==> src/rtl/adc_reader_pkg.sv <==
// ---------------------------------------------------------------------------
// adc_reader_pkg
//   Shared definitions for the serial ADC reader:
//     - state_t          : reader state machine encoding
//     - DEFAULT_DATA_W   : default ADC frame width in bits
//     - cnt_width()      : counter width able to hold a given TIMEOUT value
// ---------------------------------------------------------------------------
package adc_reader_pkg;

    localparam int DEFAULT_DATA_W = 16;

    typedef enum logic [1:0] {
        IDLE  = 2'd0,
        CONV  = 2'd1,
        SHIFT = 2'd2,
        DONE  = 2'd3
    } state_t;

    // Smallest width that can represent the value 'timeout' itself.
    function automatic int cnt_width(input int timeout);
        return (timeout < 1) ? 1 : $clog2(timeout + 1);
    endfunction

endpackage

==> src/rtl/adc_serial_reader_if.sv <==
// ---------------------------------------------------------------------------
// adc_serial_reader_if
//   Bundles the ADC pin signals and the downstream sample interface.
//   Ports (signals):
//     start        conversion request pulse (to reader)
//     adc_nconv    ADC convert request, active low (from reader)
//     adc_busy     ADC BUSY, asynchronous (to reader)
//     adc_sclk     ADC serial clock, asynchronous (to reader)
//     adc_sdout    ADC serial data, asynchronous (to reader)
//     data_out     last good word (from reader)
//     data_valid   one-cycle strobe, data_out updated (from reader)
//     frame_err    one-cycle strobe, wrong bit count (from reader)
//     timeout_err  one-cycle strobe, frame aborted (from reader)
//     busy         reader not idle (from reader)
//   Modports: master = the reader, slave = ADC/control side.
// ---------------------------------------------------------------------------
interface adc_serial_reader_if
    import adc_reader_pkg::*;
#(
    parameter int DATA_W = DEFAULT_DATA_W
);
    logic              start;
    logic              adc_nconv;
    logic              adc_busy;
    logic              adc_sclk;
    logic              adc_sdout;
    logic [DATA_W-1:0] data_out;
    logic              data_valid;
    logic              frame_err;
    logic              timeout_err;
    logic              busy;

    modport master (
        input  start, adc_busy, adc_sclk, adc_sdout,
        output adc_nconv, data_out, data_valid, frame_err, timeout_err, busy
    );

    modport slave (
        output start, adc_busy, adc_sclk, adc_sdout,
        input  adc_nconv, data_out, data_valid, frame_err, timeout_err, busy
    );
endinterface

==> src/rtl/adc_in_sync.sv <==
// ---------------------------------------------------------------------------
// adc_in_sync
//   SYNC_STAGES-deep synchroniser for one asynchronous input, followed by a
//   rise/fall detector on the synchronised level.
//   Ports:
//     clk      system clock
//     nrst     asynchronous active-low reset (clears all stages)
//     async_i  asynchronous input
//     level_o  synchronised level
//     rise_o   level is 1 and was 0 on the previous cycle
//     fall_o   level is 0 and was 1 on the previous cycle
//   SYNC_STAGES must be at least 2.
// ---------------------------------------------------------------------------
module adc_in_sync #(
    parameter int SYNC_STAGES = 2
) (
    input  logic clk,
    input  logic nrst,
    input  logic async_i,
    output logic level_o,
    output logic rise_o,
    output logic fall_o
);

    logic [SYNC_STAGES-1:0] sync_q;
    logic [SYNC_STAGES-1:0] sync_d;
    logic                   prev_q;

    // Stage 0 takes the raw input; each later stage takes its predecessor.
    generate
        for (genvar gi = 0; gi < SYNC_STAGES; gi++) begin : g_stage
            if (gi == 0) begin : g_first
                assign sync_d[gi] = async_i;
            end else begin : g_next
                assign sync_d[gi] = sync_q[gi-1];
            end
        end
    endgenerate

    always_ff @(posedge clk or negedge nrst) begin
        if (!nrst) begin
            sync_q <= '0;
            prev_q <= 1'b0;
        end else begin
            sync_q <= sync_d;
            prev_q <= sync_q[SYNC_STAGES-1];
        end
    end

    assign level_o = sync_q[SYNC_STAGES-1];
    assign rise_o  =  level_o & ~prev_q;
    assign fall_o  = ~level_o &  prev_q;

endmodule

==> src/rtl/adc_serial_reader.sv <==
// ---------------------------------------------------------------------------
// adc_serial_reader
//   Requests a conversion from an external serial ADC, waits for its BUSY
//   frame, deserialises the MSB-first word clocked out on the ADC's own
//   SCLK/SDOUT and presents it with a one-cycle valid strobe.
//   Ports:
//     clk    system clock
//     nrst   asynchronous active-low reset
//     bus    adc_serial_reader_if.master (ADC pins + sample output)
//   All outputs are registered.
// ---------------------------------------------------------------------------
module adc_serial_reader
    import adc_reader_pkg::*;
#(
    parameter int DATA_W      = DEFAULT_DATA_W,
    parameter int SYNC_STAGES = 2,
    parameter int TIMEOUT     = 4096,
    parameter int CNT_W       = cnt_width(TIMEOUT)
) (
    input  logic                  clk,
    input  logic                  nrst,
    adc_serial_reader_if.master   bus
);

    // Bit counter saturates at DATA_W+1 so an over-long frame stays wrong.
    localparam int                   BIT_CNT_W = $clog2(DATA_W + 2);
    localparam logic [BIT_CNT_W-1:0] BIT_FULL  = BIT_CNT_W'(DATA_W);
    localparam logic [BIT_CNT_W-1:0] BIT_SAT   = BIT_CNT_W'(DATA_W + 1);
    localparam logic [CNT_W-1:0]     TMO_LAST  = CNT_W'(TIMEOUT - 1);

    // ---------------- input conditioning ----------------
    logic busy_s, busy_rise, busy_fall;
    logic sclk_s, sclk_rise, sclk_fall_unused;
    logic sdout_s, sdout_rise_unused, sdout_fall_unused;

    adc_in_sync #(.SYNC_STAGES(SYNC_STAGES)) u_sync_busy (
        .clk     (clk),
        .nrst    (nrst),
        .async_i (bus.adc_busy),
        .level_o (busy_s),
        .rise_o  (busy_rise),
        .fall_o  (busy_fall)
    );

    adc_in_sync #(.SYNC_STAGES(SYNC_STAGES)) u_sync_sclk (
        .clk     (clk),
        .nrst    (nrst),
        .async_i (bus.adc_sclk),
        .level_o (sclk_s),
        .rise_o  (sclk_rise),
        .fall_o  (sclk_fall_unused)
    );

    // Same depth as the sclk path, so data is taken from the same stage
    // that reports the SCLK rising edge.
    adc_in_sync #(.SYNC_STAGES(SYNC_STAGES)) u_sync_sdout (
        .clk     (clk),
        .nrst    (nrst),
        .async_i (bus.adc_sdout),
        .level_o (sdout_s),
        .rise_o  (sdout_rise_unused),
        .fall_o  (sdout_fall_unused)
    );

    // ---------------- state and datapath registers ----------------
    state_t                state_q,   state_d;
    logic [CNT_W-1:0]      tmo_cnt_q, tmo_cnt_d;
    logic [BIT_CNT_W-1:0]  bit_cnt_q, bit_cnt_d;
    logic [DATA_W-1:0]     shift_q,   shift_d;
    logic [DATA_W-1:0]     data_q,    data_d;
    logic                  nconv_q,   nconv_d;
    logic                  valid_q,   valid_d;
    logic                  ferr_q,    ferr_d;
    logic                  terr_q,    terr_d;
    logic                  busy_q,    busy_d;

    always_ff @(posedge clk or negedge nrst) begin
        if (!nrst) begin
            state_q   <= IDLE;
            tmo_cnt_q <= '0;
            bit_cnt_q <= '0;
            shift_q   <= '0;
            data_q    <= '0;
            nconv_q   <= 1'b1;
            valid_q   <= 1'b0;
            ferr_q    <= 1'b0;
            terr_q    <= 1'b0;
            busy_q    <= 1'b0;
        end else begin
            state_q   <= state_d;
            tmo_cnt_q <= tmo_cnt_d;
            bit_cnt_q <= bit_cnt_d;
            shift_q   <= shift_d;
            data_q    <= data_d;
            nconv_q   <= nconv_d;
            valid_q   <= valid_d;
            ferr_q    <= ferr_d;
            terr_q    <= terr_d;
            busy_q    <= busy_d;
        end
    end

    // ---------------- next-state / output logic ----------------
    always_comb begin
        state_d   = state_q;
        tmo_cnt_d = tmo_cnt_q;
        bit_cnt_d = bit_cnt_q;
        shift_d   = shift_q;
        data_d    = data_q;
        nconv_d   = nconv_q;
        valid_d   = 1'b0;
        ferr_d    = 1'b0;
        terr_d    = 1'b0;

        case (state_q)
            IDLE: begin
                nconv_d = 1'b1;
                // A still-busy ADC is finishing an earlier frame; a new
                // request now would be misread, so the start is dropped.
                if (bus.start && !busy_s) begin
                    state_d   = CONV;
                    tmo_cnt_d = '0;
                    nconv_d   = 1'b0;
                end
            end

            CONV: begin
                nconv_d   = 1'b0;
                tmo_cnt_d = tmo_cnt_q + 1'b1;
                if (busy_rise) begin
                    nconv_d   = 1'b1;
                    bit_cnt_d = '0;
                    shift_d   = '0;
                    state_d   = SHIFT;
                end else if (tmo_cnt_q == TMO_LAST) begin
                    nconv_d = 1'b1;
                    terr_d  = 1'b1;
                    state_d = IDLE;
                end
            end

            SHIFT: begin
                tmo_cnt_d = tmo_cnt_q + 1'b1;
                // Shift first so a last bit coinciding with BUSY falling
                // is still captured.
                if (sclk_rise) begin
                    shift_d = {shift_q[DATA_W-2:0], sdout_s};
                    if (bit_cnt_q != BIT_SAT) begin
                        bit_cnt_d = bit_cnt_q + 1'b1;
                    end
                end
                if (busy_fall) begin
                    state_d = DONE;
                end else if (tmo_cnt_q == TMO_LAST) begin
                    terr_d  = 1'b1;
                    state_d = IDLE;
                end
            end

            DONE: begin
                if (bit_cnt_q == BIT_FULL) begin
                    data_d  = shift_q;
                    valid_d = 1'b1;
                end else begin
                    ferr_d = 1'b1;
                end
                state_d = IDLE;
            end

            default: begin
                nconv_d = 1'b1;
                state_d = IDLE;
            end
        endcase

        busy_d = (state_d != IDLE);
    end

    // sclk level itself is not needed beyond edge detection.
    logic sclk_level_unused;
    assign sclk_level_unused = sclk_s;

    assign bus.adc_nconv   = nconv_q;
    assign bus.data_out    = data_q;
    assign bus.data_valid  = valid_q;
    assign bus.frame_err   = ferr_q;
    assign bus.timeout_err = terr_q;
    assign bus.busy        = busy_q;

endmodule
==> src/flat_wrapper.sv <==
// flat-port wrapper written by rule: the top's interface ports become plain ports
module adc_serial_reader_flat import adc_reader_pkg::*;
#(
    parameter int DATA_W      = DEFAULT_DATA_W,
    parameter int SYNC_STAGES = 2,
    parameter int TIMEOUT     = 4096,
    parameter int CNT_W       = cnt_width(TIMEOUT)
)
  (clk, nrst, bus_start, bus_adc_busy, bus_adc_sclk, bus_adc_sdout, bus_adc_nconv, bus_data_out, bus_data_valid, bus_frame_err, bus_timeout_err, bus_busy);
  adc_serial_reader_if #(.DATA_W(DATA_W)) bus_i ();
  input  logic clk;
  input  logic nrst;
  input wire logic [$bits(bus_i.start)-1:0] bus_start;
  input wire logic [$bits(bus_i.adc_busy)-1:0] bus_adc_busy;
  input wire logic [$bits(bus_i.adc_sclk)-1:0] bus_adc_sclk;
  input wire logic [$bits(bus_i.adc_sdout)-1:0] bus_adc_sdout;
  output wire logic [$bits(bus_i.adc_nconv)-1:0] bus_adc_nconv;
  output wire logic [$bits(bus_i.data_out)-1:0] bus_data_out;
  output wire logic [$bits(bus_i.data_valid)-1:0] bus_data_valid;
  output wire logic [$bits(bus_i.frame_err)-1:0] bus_frame_err;
  output wire logic [$bits(bus_i.timeout_err)-1:0] bus_timeout_err;
  output wire logic [$bits(bus_i.busy)-1:0] bus_busy;
  assign bus_i.start = bus_start;
  assign bus_i.adc_busy = bus_adc_busy;
  assign bus_i.adc_sclk = bus_adc_sclk;
  assign bus_i.adc_sdout = bus_adc_sdout;
  assign bus_adc_nconv = bus_i.adc_nconv;
  assign bus_data_out = bus_i.data_out;
  assign bus_data_valid = bus_i.data_valid;
  assign bus_frame_err = bus_i.frame_err;
  assign bus_timeout_err = bus_i.timeout_err;
  assign bus_busy = bus_i.busy;
  adc_serial_reader #(.DATA_W(DATA_W), .SYNC_STAGES(SYNC_STAGES), .TIMEOUT(TIMEOUT), .CNT_W(CNT_W)) u_core (.clk(clk), .nrst(nrst), .bus(bus_i));
endmodule
==> config.mk <==
export PLATFORM = sky130hd
export DESIGN_NAME = adc_serial_reader_flat
export DESIGN_NICKNAME = d
export VERILOG_FILES = /design/src/rtl/adc_reader_pkg.sv /design/src/rtl/adc_serial_reader_if.sv /design/src/rtl/adc_in_sync.sv /design/src/rtl/adc_serial_reader.sv /design/src/flat_wrapper.sv
export SDC_FILE = /design/constraint.sdc
export NUM_CORES = 1
export LEC_CHECK = 0
export ABC_AREA = 1
export BUFFER_PORTS_ARGS = -buffer_cell sky130_fd_sc_hd__buf_4
export CAP_MARGIN = 5
export CORE_UTILIZATION = 32
export DETAILED_ROUTE_END_ITERATION = 8
export PLACE_DENSITY = 0.59
export SYNTH_ARGS = -nofsm -noshare
export SYNTH_HDL_FRONTEND = slang
export SYNTH_HIERARCHICAL = 1
export SYNTH_SLANG_ARGS = --single-unit
==> constraint.sdc <==
create_clock -name clk -period 3.61 [get_ports clk]
set_clock_uncertainty 0.05 [all_clocks]
set_input_delay 0.361 -clock clk [delete_from_list [all_inputs] [get_ports clk]]
set_output_delay 0.361 -clock clk [all_outputs]
set_load 0.01 [all_outputs]
Yosys cells after proc, flatten, opt, wreduce, memory -nomap -nowiden
Index checks and enable logic that the tools add are counted.
{"block": "word_totals", "regBits": 65, "latchBits": 0, "mem_bits_rw": 0, "romBits": 0, "input_bits": 6, "output_inout_bits": 21, "n_memories": 0}
{"block": "op_classes", "addsub": 2, "n_mul": 0, "div": 0, "order_cmp": 0, "eq_ne": 10, "n_shift": 0, "muxes": 25, "bitwise": 6, "n_reduce_logical": 12}
{"op": "two-way mux 16 bit", "n": 2}
{"op": "one-hot mux 16 bit (2 select lines)", "n": 1}
{"op": "one-hot mux 13 bit (2 select lines)", "n": 1}
{"op": "two-way mux 5 bit", "n": 3}
{"op": "adder 13 x 1 -> 13 bit, second input constant", "n": 1}
{"op": "== test 13 x 12 -> 1 bit, second input constant", "n": 1}
{"op": "two-way mux 13 bit", "n": 1}
{"op": "one-hot mux 5 bit (2 select lines)", "n": 1}
{"op": "two-way mux 1 bit", "n": 9}
{"op": "two-way mux 2 bit", "n": 4}
{"op": "inequality test 2 x 1 -> 1 bit, second input constant", "n": 4}
{"op": "one-hot mux 2 bit (4 select lines)", "n": 1}
{"op": "nonzero test 2 bit", "n": 4}
{"op": "adder 5 x 1 -> 5 bit, second input constant", "n": 1}
{"op": "== test 5 bit, second input constant", "n": 1}
{"op": "inequality test 5 bit, second input constant", "n": 1}
{"op": "== test 2 bit, second input constant", "n": 2}
{"op": "one-hot mux 1 bit (2 select lines)", "n": 2}
{"op": "AND reduction 2 bit", "n": 2}
{"op": "AND reduction 4 bit", "n": 1}
{"op": "bitwise AND 1 bit", "n": 3}
{"op": "inverter 1 bit", "n": 3}
{"op": "AND reduction 3 bit", "n": 1}
{"op": "== test 2 x 1 -> 1 bit, second input constant", "n": 1}
{"op": "other kinds (4)", "n": 4}

Longest topological paths before layout
Gate-level depths: netlist (run 1).
{"block": "logic_depth", "depth_word": 5, "ltp_mapped": 10}

Cells and area by module
The synthesis (run 1) kept the hierarchy.
{"module": "adc_serial_reader", "instances": 1, "cells_each": 313, "area_each_um2": 2723.9, "seq_area_each_um2": 1427.6}
{"module": "adc_in_sync", "instances": 3, "cells_each": 7, "area_each_um2": 90.1, "seq_area_each_um2": 75.1}

Least setup slack after synthesis (run 1)
Ideal clock, no wire load.
{"block": "synth_path", "kind": "register -> register", "start": "register u_core.state_q[0]", "end": "register u_core.shift_q[15]", "arrival_ps": 1425, "required_ps": 3477, "setup_slack_ps": 2052, "stages_incl_launch_ff": 9, "path_cell_list": "dfrtp_1 -> inv_1 -> ha_1 -> inv_2 -> nand2_2 -> a21oi_4 -> buf_2 -> nand3_1 -> o21ai_0"}
{"block": "synth_between", "elab_chain_cells": 3, "word_cells_on_any_way": 7, "classes_between": "eq/ne: 4; mux: 1; reduce/logical: 2"}
{"item": "start, declared", "line": "adc_serial_reader.sv:66", "text": "state_t state_q, state_d;"}
{"item": "start signal, assigned", "line": "adc_serial_reader.sv:90", "text": "state_q <= state_d;"}
{"item": "== test 2 bit or == test 2 x 1 -> 1 bit (tied branches)", "line": "adc_serial_reader.sv:115", "text": "case (state_q)"}
{"item": "inequality test 2 x 1 -> 1 bit (no source line) or nonzero test 2 bit (tied branches)"}
{"item": "AND reduction 3 bit (no source line)"}
{"item": "end signal, assigned", "line": "adc_serial_reader.sv:93", "text": "shift_q <= shift_d;"}
{"item": "end, declared", "line": "adc_serial_reader.sv:69", "text": "logic [DATA_W-1:0] shift_q, shift_d;"}
Several ways; a longest one is shown, not always the timed one.
A chain may end at the register's enable or synchronous reset.

Worst setup path in the final report (run 1)
{"block": "layout_path", "start": "register u_core.state_q[0]", "end": "register u_core.shift_q[2]"}
Same word-level chain as after synthesis.

==> flow_summary.toml, run 1 <==
[global_routing]
grt_max_degree = 66
first_global_vias = 2071
grt_pass1_wl_um = 9630
grt-ovfl-total = 0
antenna_found_initial = 0
grt_use_total_pct = 12.7

[setup_path]
rrSetupSlack_ns = 1.42
r2r_cells = 8
cp.arrival_ns = 2.40
r2r-end = "u_core/shift_q[2]"
worstSetupPathType = "flop to flop"
end_kind = "flop"
rr_startpoint = "u_core/state_q[0]"
crit_path_start_kind = "flop"
cp.required_ns = 3.82
worstPathMaxFanout = 32

[synth]
syn-instance-count = 327
synth_area_um2 = 2950
yosysWarnings = 6
syn_avg_cell_area_um2 = 9.01
syn_nets = 341

[die]
die_y_um = 98.0
dieArea_um2 = 9600
core-area_um2 = 8810
ios = 27
start_util_pct = 33.5
dieWidth_um = 98.0
num_rows = 34

[cts]
cts.sinks = 65
cts_buffer_depth = 2
cts_resized = 0
clk_pin_slew_ns = 0.07
clk_latency_ns = 0.34
cts_hold_buf = 0
cts_root_buf = "clkbuf_8"
htreeDepth = 3
postCtsSetupRepairBufs = 0
cts_tree = "built"
cts_buffers = 9

[detailed_routing]
ant_nets = 0
via_per_inst = 4.69
drc_errors = 3
num_vias = 2200
wl_um = 5440
drt-initial-drc-count = 128
wl_per_cell_um = 11.6
drtPass1Iterations = 8

[timing]
setup-violations-final = 0
finalCritPeriodShare_pct = 60.7
fmax_ghz = 0.457
hold_slack_ns = 0.0562
rsz0062_at_grt = "no"
fin_crit_ns = 2.19
max_slew.worst_pin.slew_ns = 0.962
slew-limit-headroom_pct = 35.8
hold_violations = 0
finalMaxSlewViolations = 0
finalSetupTns_ns = 0

[final_layout]
final_cell_area_um2 = 3480
final_common_cell = "nand2_1"
fillCellCount = 858
area.sequential_um2 = 1630
drive_above_1_share_pct = 17.5
diodes = 0
multi_input_area_um2 = 1080
area_delta_synth_final_pct = 18.3
utilization_pct = 39.6
nets = 370
final_cell_mix = "nand2_1 (66), dfrtp_1 (64), inv_1 (48)"
fin_cells = 469

[hold_path]
worstHoldPathType = "primary input to asynchronous set/reset pin"

[power]
leakage_nw = 1.59
vdd.ir_drop.worst_v = 0.000226
powerDensity_nw_per_um2 = 642

[place]
place_hpwl_um = 3710
place.gp.congestion = 0.817
postPlaceCellArea_um2 = 3240
dp.cells = 453
portBuffers = 26

[job]
cap_violations = 0

[run_status]
status = "complete, but fails checks"
violations = "design-rule violations"
==> layout make-up <==
type,instances,area share (%)
multi-input cells,202,31.0
well taps,108,3.88
repair buffers,28,6.03
inverters,50,5.39
flip-flops and latches,65,46.7
clock buffers,9,3.55
clock inverters,7,3.41
==> sequential cells by signal, indices dropped and copies added (netlist names) <==
register	cells
u_core/bus.data_valid	1
u_core/bus.timeout_err	1
u_core/bus.busy	1
u_core/u_sync_sclk/sync_q	2
u_core/bus.frame_err	1
u_core/u_sync_busy/sync_q	2
u_core/u_sync_busy/prev_q	1
u_core/bus.data_out	16
u_core/u_sync_sclk/prev_q	1
u_core/tmo_cnt_q	13
u_core/bus.adc_nconv	1
u_core/state_q	2
u_core/shift_q	16
u_core/u_sync_sdout/sync_q	2
u_core/bit_cnt_q	5
==> worst max path at each step <==
stage / startpoint / slack (ns) / end
CTS: u_core/state_q[0] / 1.43 / u_core/shift_q[2]
global route: u_core/state_q[0] / 1.22 / u_core/shift_q[1]
global placement: u_core/state_q[0] / 1.56 / u_core/shift_q[1]
floorplan: u_core/state_q[0] / 2.05 / u_core/shift_q[15]
finish: u_core/state_q[0] / 1.42 / u_core/shift_q[2]
detailed placement: u_core/state_q[0] / 1.45 / u_core/shift_q[2]
==> worst max-delay path: stages, from the launching register on <==
cell,delay [ns]
dfrtp_1,0.41
inv_1,0.13
ha_1,0.42
buf_4,0.27
nand2_1,0.11
a21oi_4,0.20
buf_4,0.30
nand3_1,0.11
o21ai_0,0.10
==> power by group <==
| part | total (mW) | internal [mW] | switching [mW] |
|---|---|---|---|
| sequential | 0.852 | 0.801 | 0.0511 |
| combinational | 0.640 | 0.185 | 0.455 |
| clock | 0.745 | 0.458 | 0.287 |
==> stage by stage <==
stage | total power [mW] | setup WS, ns
floorplan | 1.34 | 2.05
global route | 2.41 | 1.22
finish | 2.24 | 1.42
CTS | 2.27 | 1.43
detailed placement | 1.51 | 1.45
global placement | 1.50 | 1.56
==> routing by layer <==
metal | vias up | GRT usage, % | part of all wire [%]
met1 | 1045 | 16.6 | 49
met2 | 36 | 19.1 | 45
met4 | 0 | 4.78 | 1.3
met5 | - | 0 | 0
met3 | 6 | 4.72 | 4.3
li1 | 1113 | - | -
(Power assumes the default switching activity.)
==> inputs of run 2 (changes only) <==
--- a/config.mk
+++ b/config.mk
@@ -5,7 +5,7 @@
 export SDC_FILE = /design/constraint.sdc
 export NUM_CORES = 1
 export LEC_CHECK = 0
-export ABC_AREA = 1
+export ABC_AREA = 0
 export BUFFER_PORTS_ARGS = -buffer_cell sky130_fd_sc_hd__buf_4
 export CAP_MARGIN = 5
 export CORE_UTILIZATION = 32
==> constraint.sdc (replaced) <==
create_clock -name clk -period 2.1 [get_ports clk]
set_clock_uncertainty 0.05 [all_clocks]
set_input_delay 0.21 -clock clk [delete_from_list [all_inputs] [get_ports clk]]
set_output_delay 0.21 -clock clk [all_outputs]
set_load 0.01 [all_outputs]
==> run 2 against run 1 <==
  * The run now ends clean
  * Global-route usage up 0.56 points
  * Synthesized cell count decreased by 17%
  * Critical path depth shrank 2
  * Via count decreased by 6.1%
  * Combinational power rose by 86%
  * Sequential power up 88%
  * Routed wire length grew 5.2%
  * Area after synthesis decreased by 2.0%
  * Sequential cell count stayed put
  * Final area grew 0.72%
  * Critical path type unchanged
  * Largest power group unchanged
==> flow_summary.toml, run 2 <==
[run_status]
status = "complete, no violations"

[power]
leakage_nw = 1.71
p_seq_share_pct = 39.9
p_comb_share_pct = 29.8
clkPwrFrac_pct = 30.2
vdd.ir_drop.worst_v = 0.000426
powerDensity_nw_per_um2 = 1140
fin_total_pwr_mw = 4.00
swShare_pct = 33.9
p_switching_mw = 1.36
cell_internal_pwr_mw = 2.64

[timing]
setup-violations-final = 0
max_slew.worst_pin.slew_ns = 0.826
finalCritPeriodShare_pct = 94.2
finalSetupTns_ns = 0
hold_violations = 0
fmax_ghz = 0.506
slew-limit-headroom_pct = 44.9
rsz0062_at_grt = "no"
fin_crit_ns = 1.98
finalMaxSlewViolations = 0

[setup_path]
max_stage_delay_ns = 0.48
cp.arrival_ns = 2.19
path_depth = 6
end_kind = "flop"
worstPathMaxFanout = 7
crit_path_start_kind = "flop"
worstSetupPathType = "flop to flop"
crit_buf_inv = 1
critPathTopFamily = "simple AND/OR/NAND/NOR gates"
r2r_cells = 6
crit_path_cell_trace = "inv_1, ha_2, mux2i_1, or2_1, or4_1, a21oi_1"
cp_slowest_cell = "or4_1"
cp.required_ns = 2.31

[synth]
syn-instance-count = 271
syn_avg_cell_area_um2 = 10.7
synth_area_um2 = 2890
yosysWarnings = 6
syn_nets = 285

[die]
dieArea_um2 = 9400
core-area_um2 = 8720
num_rows = 34
dieWidth_um = 97.0
die_y_um = 97.0
start_util_pct = 33.1
ios = 27

[cts]
clk_latency_ns = 0.33
cts_tree = "built"
htreeDepth = 3
clk_pin_slew_ns = 0.07
cts.sinks = 65
cts_buffer_depth = 2
cts_root_buf = "clkbuf_8"
cts_buffers = 9

[global_routing]
grt_use_total_pct = 13.2
grt_pass1_wl_um = 9880
first_global_vias = 2037
antenna_found_initial = 0
grt_max_degree = 66
grt-ovfl-total = 0

[detailed_routing]
drc_errors = 0
ant_nets = 0
wl_um = 5720
wl_per_cell_um = 13.5
via_per_inst = 4.88
drtPass1Iterations = 4
drt-initial-drc-count = 100
num_vias = 2066

[place]
portBuffers = 26
place_hpwl_um = 3760
place.gp.congestion = 0.792
dp.cells = 403

[final_layout]
diodes = 0
final_cell_mix = "dfrtp_1 (64), nand2_1 (54), buf_4 (36)"
utilization_pct = 40.2
fin_cells = 423
nets = 324
area_delta_synth_final_pct = 21.6
drive_above_1_share_pct = 22.9
final_common_cell = "dfrtp_1"

[hold_path]
worstHoldPathType = "flop to flop"
hold_path_depth = 0

[job]
cap_violations = 0
run 2: what timing repair did:
| action | CTS | global route |
|---|---|---|
| gates resized for setup | 0 | 2 |
| hold buffers | 4 | 0 |
| endpoints found under the setup margin | 0 | 1 |
| hold endpoints to repair | 67 | 0 |
| buffers inserted | 0 | 0 |
run 2: power groups by stage:
stage	sequential (mW)	clock [mW]	combinational (mW)
after floorplan	1.57	0	0.842
after global routing	1.63	1.31	1.36
after CTS	1.59	1.25	1.19
after global placement	1.60	0	1.15
final	1.60	1.21	1.19
after detailed placement	1.61	0	1.18
run 2: path summary, 6_finish.rpt:
path,to,from,slack (ns)
hold / removal,u_core/u_sync_sdout/sync_q[1],u_core/u_sync_sdout/sync_q[0],0.30
max in group asynchronous,u_core/tmo_cnt_q[4],nrst,1.00
hold reg to reg,u_core/u_sync_sdout/sync_q[1],u_core/u_sync_sdout/sync_q[0],0.30
setup / recovery,u_core/bit_cnt_q[2],u_core/state_q[0],0.12
setup reg to reg,u_core/bit_cnt_q[2],u_core/state_q[0],0.12
min in group asynchronous,u_core/bus.data_valid,nrst,0.45
run 2: final cells by class:
cell class,count,area (um^2)
clock buffers,12,155
clock inverters,4,75.1
fillers,844,5210
inverters,7,26.3
multi-input cells,187,1180
flip-flops and latches,65,1630
well taps,108,135
repair buffers,40,310
run 2: metal layers:
layer	up-vias	part of all wire (%)	global-route usage [%]
met5	-	0	0
met4	0	2.5	7.23
met2	38	47	19.6
met1	992	48	18.0
met3	12	3.0	2.96
li1	1024	-	-
run 2: worst register-to-register path, delay by kind of cell, from the launching register on:
kind            cells  cell delay (ns)
flops               1             0.43
simple gates        2             0.76
buf+inv             1             0.13
mux                 1             0.12
compound gates      1             0.16
fa+ha+maj           1             0.27
run 2: through the flow:
stage	area (um^2)	setup WS, ns	hold WS (ns)
after floorplan	2890	0.119	-0.136
after global placement	3230	0.203	0.270
after detailed placement	3230	0.0899	0.271
after CTS	3500	0.0803	0.301
after global routing	3510	0.0163	0.304
final	3510	0.122	0.299
==> inputs of run 3 (changes only) <==
--- a/config.mk
+++ b/config.mk
@@ -8,6 +8,7 @@
 export ABC_AREA = 0
 export BUFFER_PORTS_ARGS = -buffer_cell sky130_fd_sc_hd__buf_4
 export CAP_MARGIN = 5
+export CORE_MARGIN = 3
 export CORE_UTILIZATION = 32
 export DETAILED_ROUTE_END_ITERATION = 8
 export PLACE_DENSITY = 0.59
==> run 3 against run 2 <==
  * Worst hold slack got worse by 0.018 ns
  * Final area decreased by 1.6%
  * Routed wire length decreased by 4.3%
  * Cell count increased by 0.24%
  * First-iteration DRC count increased by 31%
  * Die area increased by 8.4%
  * Worst setup slack improved by 0.035 ns
  * Non-clock buffer count increased by 2
  * Critical path depth decreased by 1
  * Maximum frequency increased by 1.8%
  * Core utilization decreased by 0.66 points
  * Via count decreased by 1.1%
  * Largest cell class unchanged
  * Largest power group unchanged
  * Highest routed layer unchanged
==> flow_summary.toml, run 3 (synthesis gave the netlist of run 2 again) <==
[setup_path]
crit_path_start_kind = "flop"
crit_path_cell_trace = "inv_1, ha_1, and2_1, a221o_1, or3b_1"
r2r_cells = 5
cp.arrival_ns = 2.10
worstPathMaxFanout = 12
crit_start = "u_core/state_q[0]"
cp.required_ns = 2.26
crit_end = "u_core/bus.busy"
path_depth = 5
max_stage_delay_ns = 0.40
r2r-end = "u_core/bus.busy"
end_kind = "flop"
cp_slowest_cell = "dfrtp_1"
rr_startpoint = "u_core/state_q[0]"
rrSetupSlack_ns = 0.16
crit_buf_inv = 1
critPathTopFamily = "simple AND/OR/NAND/NOR gates"
worstSetupPathType = "flop to flop"

[cts]
cts_resized = 0
clk_pin_slew_ns = 0.06
cts_tree = "built"
cts_buffer_depth = 2
cts_buffers = 9
cts_root_buf = "clkbuf_8"
cts_hold_buf = 4
htreeDepth = 3
cts.sinks = 65
postCtsSetupRepairBufs = 0
clk_latency_ns = 0.34

[die]
core-area_um2 = 8720
dieWidth_um = 101
die_y_um = 101
ios = 27
start_util_pct = 33.1
dieArea_um2 = 10200
num_rows = 34

[final_layout]
diodes = 0
nets = 326
drive_above_1_share_pct = 22.2
area_delta_synth_final_pct = 19.6
final_cell_area_um2 = 3450
final_common_cell = "dfrtp_1"
final_cell_mix = "dfrtp_1 (64), nand2_1 (54), buf_4 (38)"
fin_cells = 424

[detailed_routing]
drtPass1Iterations = 4
wl_um = 5470
drc_errors = 0
drt-initial-drc-count = 131
ant_nets = 0
num_vias = 2043
wl_per_cell_um = 12.9
via_per_inst = 4.82

[place]
place.gp.congestion = 0.797
postPlaceCellArea_um2 = 3250
dp.cells = 405
post-place-ws_ns = 0.172
portBuffers = 26
place_hpwl_um = 3670

[global_routing]
first_global_vias = 2040
grt-ovfl-total = 0
antenna_found_initial = 0
grt_use_total_pct = 11.6
grt_max_degree = 66
grt_pass1_wl_um = 9440

[timing]
setup-violations-final = 0
finalCritPeriodShare_pct = 92.5
setup_slack_ns = 0.157
finalSetupTns_ns = 0
finalMaxSlewViolations = 0
hold_slack_ns = 0.281
fin_crit_ns = 1.94
rsz0062_at_grt = "no"
slew-limit-headroom_pct = 45.5
hold_violations = 0
fmax_ghz = 0.515
max_slew.worst_pin.slew_ns = 0.818

[power]
vdd.ir_drop.worst_v = 0.000414
leakage_nw = 1.70
powerDensity_nw_per_um2 = 1070

[run_status]
status = "complete, no violations"

[job]
cap_violations = 0

[hold_path]
worstHoldPathType = "primary input to flop"
-- run 3: through the flow --
step | utilization [%] | power [mW]
after floorplan | - | 2.41
after global placement | 37.3 | 2.79
after detailed placement | 37.3 | 2.81
after CTS | 39.6 | 3.75
after global routing | 39.6 | 3.96
final | 39.6 | 3.70
-- run 3: layout make-up --
| class | instances | area [um^2] |
|---|---|---|
| Clock buffer | 12 | 145 |
| Multi-Input combinational cell | 187 | 1170 |
| Tap cell | 108 | 135 |
| Sequential cell | 65 | 1630 |
| Clock inverter | 3 | 17.5 |
| Fill cell | 835 | 5270 |
| Timing Repair Buffer | 42 | 325 |
| Inverter | 7 | 26.3 |
-- run 3: worst min-delay path by stage --
stage	start	end	cells after the start
floorplan	nrst	u_core/bit_cnt_q[0]	0
global placement	bus_adc_sclk	u_core/u_sync_sclk/sync_q[0]	1
detailed placement	bus_adc_busy	u_core/u_sync_busy/sync_q[0]	1
CTS	bus_start	u_core/bus.adc_nconv	5
global route	u_core/u_sync_sclk/sync_q[0]	u_core/u_sync_sclk/sync_q[1]	0
finish	bus_start	u_core/bus.adc_nconv	5
-- run 3: report_power, final --
part	total, mW	switching (mW)	internal, mW
combinational	1.20	0.693	0.505
sequential	1.59	0.169	1.42
clock	0.907	0.456	0.451
-- run 3: worst min-delay path, stage by stage --
cell and delay (ns):
buf_4 0.09, nor2b_1 0.15, a21oi_1 0.09, nor2_1 0.08
a21oi_1 0.05
-- run 3: layer usage --
| layer | wire length (um) | vias up | GRT usage (%) | part of all wire (%) |
|---|---|---|---|---|
| met2 | 2420 | 25 | 17.5 | 44 |
| met3 | 145 | 8 | 1.87 | 2.6 |
| li1 | - | 1022 | - | - |
| met5 | 0 | - | 0 | 0 |
| met4 | 104 | 0 | 6.75 | 1.9 |
| met1 | 2810 | 988 | 15.6 | 51 |
